## src/rtl/ahb_m2s_mux_pipe_if.sv

```systemverilog
// AHB master-to-slave mux bundle: per-master requests in,
// muxed address/data phase plus burst tracker state out.
interface ahb_m2s_mux_pipe_if #(
  parameter int NUM_MASTERS  = 4,
  parameter int ADDR_WIDTH   = 32,
  parameter int DATA_WIDTH   = 32,
  parameter int MASTER_WIDTH = $clog2(NUM_MASTERS)
);
  localparam int SW = DATA_WIDTH / 8;

  logic [MASTER_WIDTH-1:0] Hmaster;
  logic                    Hready;
  logic                    Hresp;

  logic [ADDR_WIDTH-1:0]   Haddr_M     [NUM_MASTERS];
  logic [1:0]              Htrans_M    [NUM_MASTERS];
  logic                    Hwrite_M    [NUM_MASTERS];
  logic [2:0]              Hsize_M     [NUM_MASTERS];
  logic [2:0]              Hburst_M    [NUM_MASTERS];
  logic                    Hmastlock_M [NUM_MASTERS];
  logic [SW-1:0]           Hstrob_M    [NUM_MASTERS];
  logic [DATA_WIDTH-1:0]   Hwdata_M    [NUM_MASTERS];

  logic [ADDR_WIDTH-1:0]   Haddr;
  logic [1:0]              Htrans;
  logic                    Hwrite;
  logic [2:0]              Hsize;
  logic [2:0]              Hburst;
  logic                    Hmastlock;
  logic [SW-1:0]           Hstrob;
  logic [DATA_WIDTH-1:0]   Hwdata;
  logic [MASTER_WIDTH-1:0] Hmaster_d;
  logic                    burst_busy;
  logic [3:0]              beats_left;

  modport slave (
    input  Hmaster, Hready, Hresp,
    input  Haddr_M, Htrans_M, Hwrite_M, Hsize_M,
    input  Hburst_M, Hmastlock_M, Hstrob_M, Hwdata_M,
    output Haddr, Htrans, Hwrite, Hsize,
    output Hburst, Hmastlock, Hstrob, Hwdata,
    output Hmaster_d, burst_busy, beats_left
  );

  modport master (
    output Hmaster, Hready, Hresp,
    output Haddr_M, Htrans_M, Hwrite_M, Hsize_M,
    output Hburst_M, Hmastlock_M, Hstrob_M, Hwdata_M,
    input  Haddr, Htrans, Hwrite, Hsize,
    input  Hburst, Hmastlock, Hstrob, Hwdata,
    input  Hmaster_d, burst_busy, beats_left
  );
endinterface

```

## src/rtl/ahb_m2s_mux_pipe.sv

```systemverilog
// AHB master-to-slave mux: address phase follows the grant,
// write data follows the registered data-phase owner.
module ahb_m2s_mux_pipe #(
  parameter int NUM_MASTERS  = 4,
  parameter int ADDR_WIDTH   = 32,
  parameter int DATA_WIDTH   = 32,
  parameter int MASTER_WIDTH = $clog2(NUM_MASTERS)
) (
  input logic Hclk,
  input logic Hresetn,
  ahb_m2s_mux_pipe_if.slave bus
);
  localparam int SW = DATA_WIDTH / 8;

  localparam logic [1:0] IDLE   = 2'b00;
  localparam logic [1:0] BUSY   = 2'b01;
  localparam logic [1:0] NONSEQ = 2'b10;
  localparam logic [1:0] SEQ    = 2'b11;

  logic [MASTER_WIDTH-1:0] owner_q, owner_d;
  logic                    active_q, active_d;
  logic                    busy_q, busy_d;
  logic [3:0]              beats_q, beats_d;

  logic                  a_ok, d_ok;
  logic [ADDR_WIDTH-1:0] haddr;
  logic [1:0]            htrans;
  logic                  hwrite;
  logic [2:0]            hsize;
  logic [2:0]            hburst;
  logic                  hlock;
  logic [SW-1:0]         hstrob;
  logic [DATA_WIDTH-1:0] hwdata;

  function automatic logic [3:0] last_beat(
    input logic [2:0] b
  );
    logic [3:0] r;
    r = 4'd0;
    unique case (b)
      3'd2, 3'd3: r = 4'd3;
      3'd4, 3'd5: r = 4'd7;
      3'd6, 3'd7: r = 4'd15;
      default:    r = 4'd0;
    endcase
    return r;
  endfunction

  assign a_ok = int'(bus.Hmaster) < NUM_MASTERS;
  assign d_ok = int'(owner_q) < NUM_MASTERS;

  always_comb begin
    haddr  = '0;
    htrans = IDLE;
    hwrite = 1'b0;
    hsize  = 3'd0;
    hburst = 3'd0;
    hlock  = 1'b0;
    if (a_ok) begin
      haddr  = bus.Haddr_M[bus.Hmaster];
      htrans = bus.Htrans_M[bus.Hmaster];
      hwrite = bus.Hwrite_M[bus.Hmaster];
      hsize  = bus.Hsize_M[bus.Hmaster];
      hburst = bus.Hburst_M[bus.Hmaster];
      hlock  = bus.Hmastlock_M[bus.Hmaster];
    end
    // no transfer may leak onto the bus while reset is held
    if (!Hresetn) htrans = IDLE;
  end

  always_comb begin
    hstrob = '0;
    hwdata = '0;
    if (active_q && d_ok) begin
      hstrob = bus.Hstrob_M[owner_q];
      hwdata = bus.Hwdata_M[owner_q];
    end
  end

  logic acc, err1, fixed;
  logic ns_fix, ns_unf, seq_b, idle_b;

  assign acc    = bus.Hready;
  assign err1   = bus.Hresp & ~bus.Hready;
  assign fixed  = hburst[2:1] != 2'b00;
  assign ns_fix = acc & (htrans == NONSEQ) & fixed;
  assign ns_unf = acc & (htrans == NONSEQ) & ~fixed;
  assign seq_b  = acc & (htrans == SEQ) & busy_q;
  assign idle_b = acc & (htrans == IDLE) & busy_q;

  always_comb begin
    owner_d  = owner_q;
    active_d = active_q;
    busy_d   = busy_q;
    beats_d  = beats_q;
    if (bus.Hready) begin
      owner_d  = bus.Hmaster;
      active_d = htrans[1] & hwrite;
    end
    unique case (1'b1)
      err1: begin
        busy_d  = 1'b0;
        beats_d = 4'd0;
      end
      ns_fix: begin
        busy_d  = 1'b1;
        beats_d = last_beat(hburst);
      end
      ns_unf: begin
        busy_d  = 1'b0;
        beats_d = 4'd0;
      end
      seq_b: begin
        if (beats_q != 4'd0) begin
          beats_d = beats_q - 4'd1;
          busy_d  = beats_q != 4'd1;
        end else begin
          busy_d  = 1'b0;
        end
      end
      idle_b: begin
        busy_d  = 1'b0;
        beats_d = 4'd0;
      end
      default: ;
    endcase
  end

  always_ff @(posedge Hclk or negedge Hresetn) begin
    if (!Hresetn) begin
      owner_q  <= '0;
      active_q <= 1'b0;
      busy_q   <= 1'b0;
      beats_q  <= 4'd0;
    end else begin
      owner_q  <= owner_d;
      active_q <= active_d;
      busy_q   <= busy_d;
      beats_q  <= beats_d;
    end
  end

  assign bus.Haddr      = haddr;
  assign bus.Htrans     = htrans;
  assign bus.Hwrite     = hwrite;
  assign bus.Hsize      = hsize;
  assign bus.Hburst     = hburst;
  assign bus.Hmastlock  = hlock;
  assign bus.Hstrob     = hstrob;
  assign bus.Hwdata     = hwdata;
  assign bus.Hmaster_d  = owner_q;
  assign bus.burst_busy = busy_q;
  assign bus.beats_left = beats_q;
endmodule

```

## src/flat_wrapper.sv

```systemverilog
// flat-port wrapper written by rule: the top's interface ports become plain ports
module ahb_m2s_mux_pipe_flat 
#(
  parameter int NUM_MASTERS  = 4,
  parameter int ADDR_WIDTH   = 32,
  parameter int DATA_WIDTH   = 32,
  parameter int MASTER_WIDTH = $clog2(NUM_MASTERS)
)
  (Hclk, Hresetn, bus_Hmaster, bus_Hready, bus_Hresp, bus_Haddr_M, bus_Htrans_M, bus_Hwrite_M, bus_Hsize_M, bus_Hburst_M, bus_Hmastlock_M, bus_Hstrob_M, bus_Hwdata_M, bus_Haddr, bus_Htrans, bus_Hwrite, bus_Hsize, bus_Hburst, bus_Hmastlock, bus_Hstrob, bus_Hwdata, bus_Hmaster_d, bus_burst_busy, bus_beats_left);
  ahb_m2s_mux_pipe_if #(.NUM_MASTERS(NUM_MASTERS), .ADDR_WIDTH(ADDR_WIDTH), .DATA_WIDTH(DATA_WIDTH), .MASTER_WIDTH(MASTER_WIDTH)) bus_i ();
  input logic Hclk;
  input logic Hresetn;
  input wire logic [$bits(bus_i.Hmaster)-1:0] bus_Hmaster;
  input wire logic [$bits(bus_i.Hready)-1:0] bus_Hready;
  input wire logic [$bits(bus_i.Hresp)-1:0] bus_Hresp;
  input wire logic [$bits(bus_i.Haddr_M)-1:0] bus_Haddr_M;
  input wire logic [$bits(bus_i.Htrans_M)-1:0] bus_Htrans_M;
  input wire logic [$bits(bus_i.Hwrite_M)-1:0] bus_Hwrite_M;
  input wire logic [$bits(bus_i.Hsize_M)-1:0] bus_Hsize_M;
  input wire logic [$bits(bus_i.Hburst_M)-1:0] bus_Hburst_M;
  input wire logic [$bits(bus_i.Hmastlock_M)-1:0] bus_Hmastlock_M;
  input wire logic [$bits(bus_i.Hstrob_M)-1:0] bus_Hstrob_M;
  input wire logic [$bits(bus_i.Hwdata_M)-1:0] bus_Hwdata_M;
  output wire logic [$bits(bus_i.Haddr)-1:0] bus_Haddr;
  output wire logic [$bits(bus_i.Htrans)-1:0] bus_Htrans;
  output wire logic [$bits(bus_i.Hwrite)-1:0] bus_Hwrite;
  output wire logic [$bits(bus_i.Hsize)-1:0] bus_Hsize;
  output wire logic [$bits(bus_i.Hburst)-1:0] bus_Hburst;
  output wire logic [$bits(bus_i.Hmastlock)-1:0] bus_Hmastlock;
  output wire logic [$bits(bus_i.Hstrob)-1:0] bus_Hstrob;
  output wire logic [$bits(bus_i.Hwdata)-1:0] bus_Hwdata;
  output wire logic [$bits(bus_i.Hmaster_d)-1:0] bus_Hmaster_d;
  output wire logic [$bits(bus_i.burst_busy)-1:0] bus_burst_busy;
  output wire logic [$bits(bus_i.beats_left)-1:0] bus_beats_left;
  assign bus_i.Hmaster = bus_Hmaster;
  assign bus_i.Hready = bus_Hready;
  assign bus_i.Hresp = bus_Hresp;
  assign bus_i.Haddr_M = {>>{bus_Haddr_M}};
  assign bus_i.Htrans_M = {>>{bus_Htrans_M}};
  assign bus_i.Hwrite_M = {>>{bus_Hwrite_M}};
  assign bus_i.Hsize_M = {>>{bus_Hsize_M}};
  assign bus_i.Hburst_M = {>>{bus_Hburst_M}};
  assign bus_i.Hmastlock_M = {>>{bus_Hmastlock_M}};
  assign bus_i.Hstrob_M = {>>{bus_Hstrob_M}};
  assign bus_i.Hwdata_M = {>>{bus_Hwdata_M}};
  assign bus_Haddr = bus_i.Haddr;
  assign bus_Htrans = bus_i.Htrans;
  assign bus_Hwrite = bus_i.Hwrite;
  assign bus_Hsize = bus_i.Hsize;
  assign bus_Hburst = bus_i.Hburst;
  assign bus_Hmastlock = bus_i.Hmastlock;
  assign bus_Hstrob = bus_i.Hstrob;
  assign bus_Hwdata = bus_i.Hwdata;
  assign bus_Hmaster_d = bus_i.Hmaster_d;
  assign bus_burst_busy = bus_i.burst_busy;
  assign bus_beats_left = bus_i.beats_left;
  ahb_m2s_mux_pipe #(.NUM_MASTERS(NUM_MASTERS), .ADDR_WIDTH(ADDR_WIDTH), .DATA_WIDTH(DATA_WIDTH), .MASTER_WIDTH(MASTER_WIDTH)) u_core (.Hclk(Hclk), .Hresetn(Hresetn), .bus(bus_i));
endmodule
```

## config.mk

```make
export PLATFORM = sky130hd
export DESIGN_NAME = ahb_m2s_mux_pipe_flat
export DESIGN_NICKNAME = d
export VERILOG_FILES = /design/src/rtl/ahb_m2s_mux_pipe_if.sv /design/src/rtl/ahb_m2s_mux_pipe.sv /design/src/flat_wrapper.sv
export SDC_FILE = /design/constraint.sdc
export NUM_CORES = 1
export LEC_CHECK = 0
export BUFFER_PORTS_ARGS = -buffer_cell sky130_fd_sc_hd__buf_4
export CAP_MARGIN = 40
export CORE_AREA = 8 8 149 151
export DETAILED_ROUTE_END_ITERATION = 16
export DIE_AREA = 0 0 157 159
export SKIP_LAST_GASP = 1
export SLEW_MARGIN = 0
export SYNTH_ARGS = -nofsm -noshare
export SYNTH_HDL_FRONTEND = slang
export SYNTH_SLANG_ARGS = --single-unit
export TNS_END_PERCENT = 100
```

## constraint.sdc

```tcl
create_clock -name Hclk -period 2.41 [get_ports Hclk]
set_input_delay 0.3615 -clock Hclk [delete_from_list [all_inputs] [get_ports Hclk]]
set_output_delay 0.3615 -clock Hclk [all_outputs]
set_load 0.01 [all_outputs]
```

# After elaboration in Yosys (flattened, before gate mapping)
# Index checks and enable logic that the tools add are counted.
# totals
out_inout_bits	85
register_bits	8
word_cells	71
in_bits	318
# classes
n_lt_le_gt_ge	2
bitwise_logic	13
n_eq_ne	10
n_addsub	1
mux	32
reduce_logical	9
# op_table
op	count
$mux 32	5
$bmux 32 s2	2
$pmux 4 s3	2
$mux 4	4
$bmux 3 s2	2
$eq 3x3->1 const B	4
$mux 3	4
$and 1x1->1	9
$bmux 4 s2	1
$eq 3x2->1 const B	2
$ge 3x3->1 const B	2
$mux 2	3
$not 2->3	2
$reduce_or 2->1	3
$mux 1	5
$bmux 1 s2	2
$bmux 2 s2	1
$eq 2x2->1 const B	2
$ne 4x1->1 const B	1
$reduce_bool 4->1	1
$sub 4x1->4 const B	1
$pmux 1 s3	1
$reduce_bool 3->1	1
$reduce_or 3->1	1
other kinds (5)	6

# Longest topological paths before layout
# depth
depth_word	11
mapped_depth	7
mapped_depth_nobuf	7

# Worst setup path after synthesis
# Ideal clock, no wire load.
# synth_path
path_kind	input -> output
start	in bus_Hmaster[0]
end	out bus_Haddr[11]
path_slack_ns	0.374
t_arrival_ns	1.674
stages	4
path_buffers	3
t_required_ns	2.049
cell_sequence	buf_6 > buf_2 > buf_2 > mux4_2
# synth_via
elab_chain_len	4
# synth_lines
item	line_no	rtl
start: declaration	flat_wrapper.sv:13	input wire logic [$bits(bus_i.Hmaster)-1:0] bus_Hmaster;
$not 2->3 (not written as such)	ahb_m2s_mux_pipe.sv:60	haddr = bus.Haddr_M[bus.Hmaster];
$bmux 32 s2	ahb_m2s_mux_pipe.sv:60	
$mux 32 (not written as such) (2 in series)	ahb_m2s_mux_pipe.sv:60	
end: declaration	flat_wrapper.sv:24	output wire logic [$bits(bus_i.Haddr)-1:0] bus_Haddr;
# No other way between the ends. The select of a mux whose other input is x is not followed.

# Worst setup path in the final report
# layout_path
start	reg u_core.owner_q[0], in the netlist u_core.bus.Hmaster_d[0]
end	out bus_Hwdata[27]
# layout_via
elab_chain_len	5
# layout_lines
item	line_no	rtl
start: declaration	ahb_m2s_mux_pipe.sv:20	logic [MASTER_WIDTH-1:0] owner_q, owner_d;
start signal: assignment	ahb_m2s_mux_pipe.sv:136	owner_q <= owner_d;
$not 2->3 (not written as such)	ahb_m2s_mux_pipe.sv:76	hwdata = bus.Hwdata_M[owner_q];
$bmux 32 s2	ahb_m2s_mux_pipe.sv:76	
$mux 32 (not written as such) (2 in series)	ahb_m2s_mux_pipe.sv:76	
$mux 32	ahb_m2s_mux_pipe.sv:74	if (active_q && d_ok) begin
end: declaration	flat_wrapper.sv:31	output wire logic [$bits(bus_i.Hwdata)-1:0] bus_Hwdata;
# No other way between the ends. The select of a mux whose other input is x is not followed.

==> qor.tcl <==
set qor(deepest_level_of_the_cts_h_tree) 1
set qor(comb_power_share_pct) 72.7
set qor(wl_per_cell_um) 22.7
set qor(synth.cell_area_um2) 2780
set qor(finalClockSkew_ns) 0.00345
set qor(antenna_found_initial) 4
set qor(internal_power_mw) 1.24
set qor(grt_setup_unrepaired) {no}
set qor(dp_hpwl_um) 18100
set qor(hold_path_depth) 2
set qor(floorplan.rows) 52
set qor(report.final.hold_viol_count) 0
set qor(post-synth-top-area-fraction_pct) 62.3
set qor(worst_hold_path.endpoint) {u_core.active_q}
set qor(avgSynthCellArea_um2) 12.9
set qor(power.share.switching_pct) 33.0
set qor(layout.area.seq_um2) 201
set qor(route.final.wire_length_um) 20100
set qor(vdd_ir_max_mv) 0.260
set qor(timing_worst_setup_path_type) {reg2out}
set qor(maxcap_viol_count) 0
set qor(worst-r2r-setup-slack_ns) 0.65
set qor(drt_drc) 0
set qor(design.core.area_um2) 19800
set qor(timing.critical_path.fanout_max) 12
set qor(synth-async-reset-ratio_pct) 100
set qor(timing.critical_path.required_ns) 2.05
set qor(final_nets) 930
set qor(die-width_um) 157
set qor(grt_overflow_total) 0
set qor(time_the_worst_path_needs_with_i_o_delays_and_setup_ns) 2.24
set qor(insertion_delay_ns) 0.23
set qor(dr_total_vias) 3908
set qor(r2r_start) {u_core.bus.beats_left[0]}
set qor(synth-warning-count) 0
set qor(cell_accounting_for_the_most_synthesized_area) {sky130_fd_sc_hd__mux4_2}
set qor(layout-area-overhead-vs-synth_pct) 125
set qor(clock_power_share_pct) 15.2
set qor(io_count) 403
set qor(clock_tree_root_driver_cell) {sky130_fd_sc_hd__clkbuf_16}
set qor(maxSlewViolCount) 0
set qor(power_density_nw_per_um2) 295
set qor(design_power_total_mw) 1.85
set qor(synth.yosys.seq_area_share_pct) 7.19
set qor(ys_seq_elements) 8
set qor(hold_class) {in2reg}
set qor(timing.final.crit_share_pct) 92.9
set qor(clk_sinks) 8
set qor(ys.flop_type) {sky130_fd_sc_hd__dfrtp_1}
set qor(worst_setup_path_end_kind) {output pin}
set qor(ys_top_cells_by_area) {sky130_fd_sc_hd__mux4_2 62%, sky130_fd_sc_hd__and2_1 8.3%, sky130_fd_sc_hd__dfrtp_1 7.2%}
set qor(groute.usage.overall_pct) 15.0
set qor(critical_path.top_delay_family) {flip-flops}
set qor(post_route_cells_drive_above_1_share_pct) 82.8
set qor(drt_pass1_iterations) 4
set qor(fillers) 2063
set qor(initial_core_util_pct) 14.0
set qor(numCtsBuffers) 3
set qor(worst_slew_margin_rel_pct) 67.6
set qor(seq_power_share_pct) 12.1
set qor(synthDistinctLibCells) 40
set qor(cp_slowest_cell) {sky130_fd_sc_hd__dfrtp_2}
set qor(grt_pass1_wl_um) 28600
set qor(cts_tree) {built}
set qor(cts_resized) 0
set qor(vias_in_the_first_global_route) 4551
set qor(timing.final.setup_violations) 0
set qor(first_iter_violations) 101
set qor(avgViaCountPerCell) 4.43
set qor(r2r_end) {u_core.bus.beats_left[2]}
set qor(synthesis.nets) 535
set qor(fp.dieH_um) 159
set qor(worstMarginPinSlew_ns) 0.482
set qor(timing.critical_path.cells) {buf_12 -> mux4_2 -> and2_1 -> buf_4}
set qor(clk_pin_slew_worst_paths_ns) 0.04
set qor(multi_input_area_um2) 2450
set qor(post_synth_edffs) 0
set qor(setup_crit_start_kind) {register}
set qor(outcome) {complete, no violations}
set qor(worst_path_largest_cell_delay_ns) 0.59
set qor(postLayoutCoreUtil_pct) 31.6
set qor(hp-start) {bus_Hready}
set qor(arrival_ns) 1.88
set qor(totalNegativeSetupSlack_ns) 0
set qor(final_antenna_net_count) 0
set qor(power.static_leakage_nw) 2.97
set qor(total_switching_power_uw) 611
set qor(maxClockFrequency_mhz) 447
set qor(globalplace.congestion) 0.963
set qor(worstPathBufferInverterCount) 2
set qor(reg2regPathDepth) 7
set qor(grt_start_max_net_pins) 38
set qor(gate_count_post_synth) 215
set qor(clk_path_buf_depth) 2
set qor(die-area_um2) 25000
set qor(port_buffers) 402
-- metal layers --
| layer | global-route usage, % | vias up | share of wire [%] |
|---|---|---|---|
| met1 | 15.7 | 1867 | 35 |
| met3 | 6.19 | 32 | 12 |
| met2 | 26.8 | 290 | 50 |
| met4 | 4.68 | 0 | 2.7 |
| li1 | - | 1719 | - |
| met5 | 0 | - | 0 |
-- power groups by stage --
stage	Combinational, mW	Clock (mW)	Sequential (mW)
after floorplan	0.597	0	0.209
after global placement	1.35	0	0.227
after detailed placement	1.36	0	0.225
after CTS	1.36	0.286	0.223
after global routing	1.44	0.299	0.230
final	1.35	0.282	0.224
-- worst max-delay path by stage --
| stage | start | end | slack, ns | cells past startpoint |
|---|---|---|---|---|
| finish | u_core.bus.Hmaster_d[0] | bus_Hwdata[27] | 0.17 | 4 |
| global route | u_core.bus.Hmaster_d[0] | bus_Hwdata[16] | 0.09 | 4 |
| CTS | u_core.bus.Hmaster_d[0] | bus_Hwdata[27] | 0.15 | 4 |
| detailed placement | u_core.bus.Hmaster_d[0] | bus_Hwdata[27] | 0.39 | 4 |
| global placement | u_core.bus.Hmaster_d[0] | bus_Hwdata[25] | 0.40 | 4 |
| floorplan | bus_Hmaster[0] | bus_Haddr[11] | 0.37 | 4 |
-- cell usage in the layout (no fill, tap or decap), drive strengths merged, types with 3 or more instances in the layout --
cell	Yosys	layout
mux2	3	3
diode	0	4
buf	12	413
mux4	77	77
inv	6	6
and2	37	37
nand2b	4	4
nor2	4	4
nand2	6	6
clkbuf	12	4
a31oi	3	3
mux2i	7	7
dfrtp	8	8
o21ai	3	3
-- synthesized netlist by cell type, types with 3 or more instances --
library cell	instances
sky130_fd_sc_hd__dfrtp_1	8
sky130_fd_sc_hd__mux4_2	77
sky130_fd_sc_hd__mux2_2	3
sky130_fd_sc_hd__nor2_1	4
sky130_fd_sc_hd__nand2b_1	4
sky130_fd_sc_hd__inv_1	4
sky130_fd_sc_hd__mux2i_1	5
sky130_fd_sc_hd__buf_2	9
sky130_fd_sc_hd__clkbuf_1	12
sky130_fd_sc_hd__and2_1	37
sky130_fd_sc_hd__a31oi_1	3
sky130_fd_sc_hd__nand2_1	5
sky130_fd_sc_hd__o21ai_0	3
-- cell families after synthesis --
logic type               after synthesis  synth area share [%]
multiplexers                          87                  66.6
AND/OR/NAND/NOR                       60                  12.7
buffers and inverters                 30                  4.72
AO/OA/AOI/OAI                         28                  7.82
flip-flops                             8                  7.19
adder cells (fa/ha/maj)                2                 0.899
-- state kept, by name, indices dropped and copies added, names as in the netlist --
| name | cells |
|---|---|
| u_core.bus.Hmaster_d | 2 |
| u_core.bus.burst_busy | 1 |
| u_core.active_q | 1 |
| u_core.bus.beats_left | 4 |
-- layout make-up --
class                   count  area share [%]
flip-flops and latches      8            3.21
inverters                   6           0.359
well taps                 270            5.38
clock buffers               4            1.26
repair buffers            414            50.6
multi-input cells         177            39.1
diodes                      4           0.160
-- worst register-to-register path, stage by stage, from the launching register on --
cell and delay, ns:
sky130_fd_sc_hd__dfrtp_1 0.43, sky130_fd_sc_hd__inv_1 0.09, sky130_fd_sc_hd__ha_1 0.24, sky130_fd_sc_hd__nand2b_1 0.17, sky130_fd_sc_hd__a21bo_1 0.22, sky130_fd_sc_hd__a41oi_1 0.21
sky130_fd_sc_hd__o31a_1 0.16, sky130_fd_sc_hd__a32oi_1 0.10
-- timing repair --
item                                    CTS  global route
setup buffers                             0             0
endpoints found under the hold margin     8             0
hold buffers                              1             0
endpoints found under the setup margin    0             0
-- per-stage QoR --
| stage | hold slack (ns) | instances | setup slack (ns) | instance area (um2) |
|---|---|---|---|---|
| 6_report | 0.447 | 883 | 0.172 | 6270 |
| 3_3_place_gp | 0.210 | 874 | 0.396 | 6180 |
| 3_5_place_dp | 0.210 | 874 | 0.392 | 6180 |
| 4_1_cts | 0.454 | 879 | 0.146 | 6260 |
| 5_1_grt | 0.471 | 883 | 0.0916 | 6270 |
| 2_1_floorplan | 0.0659 | 215 | 0.374 | 2780 |
(Power assumes the default switching activity.)
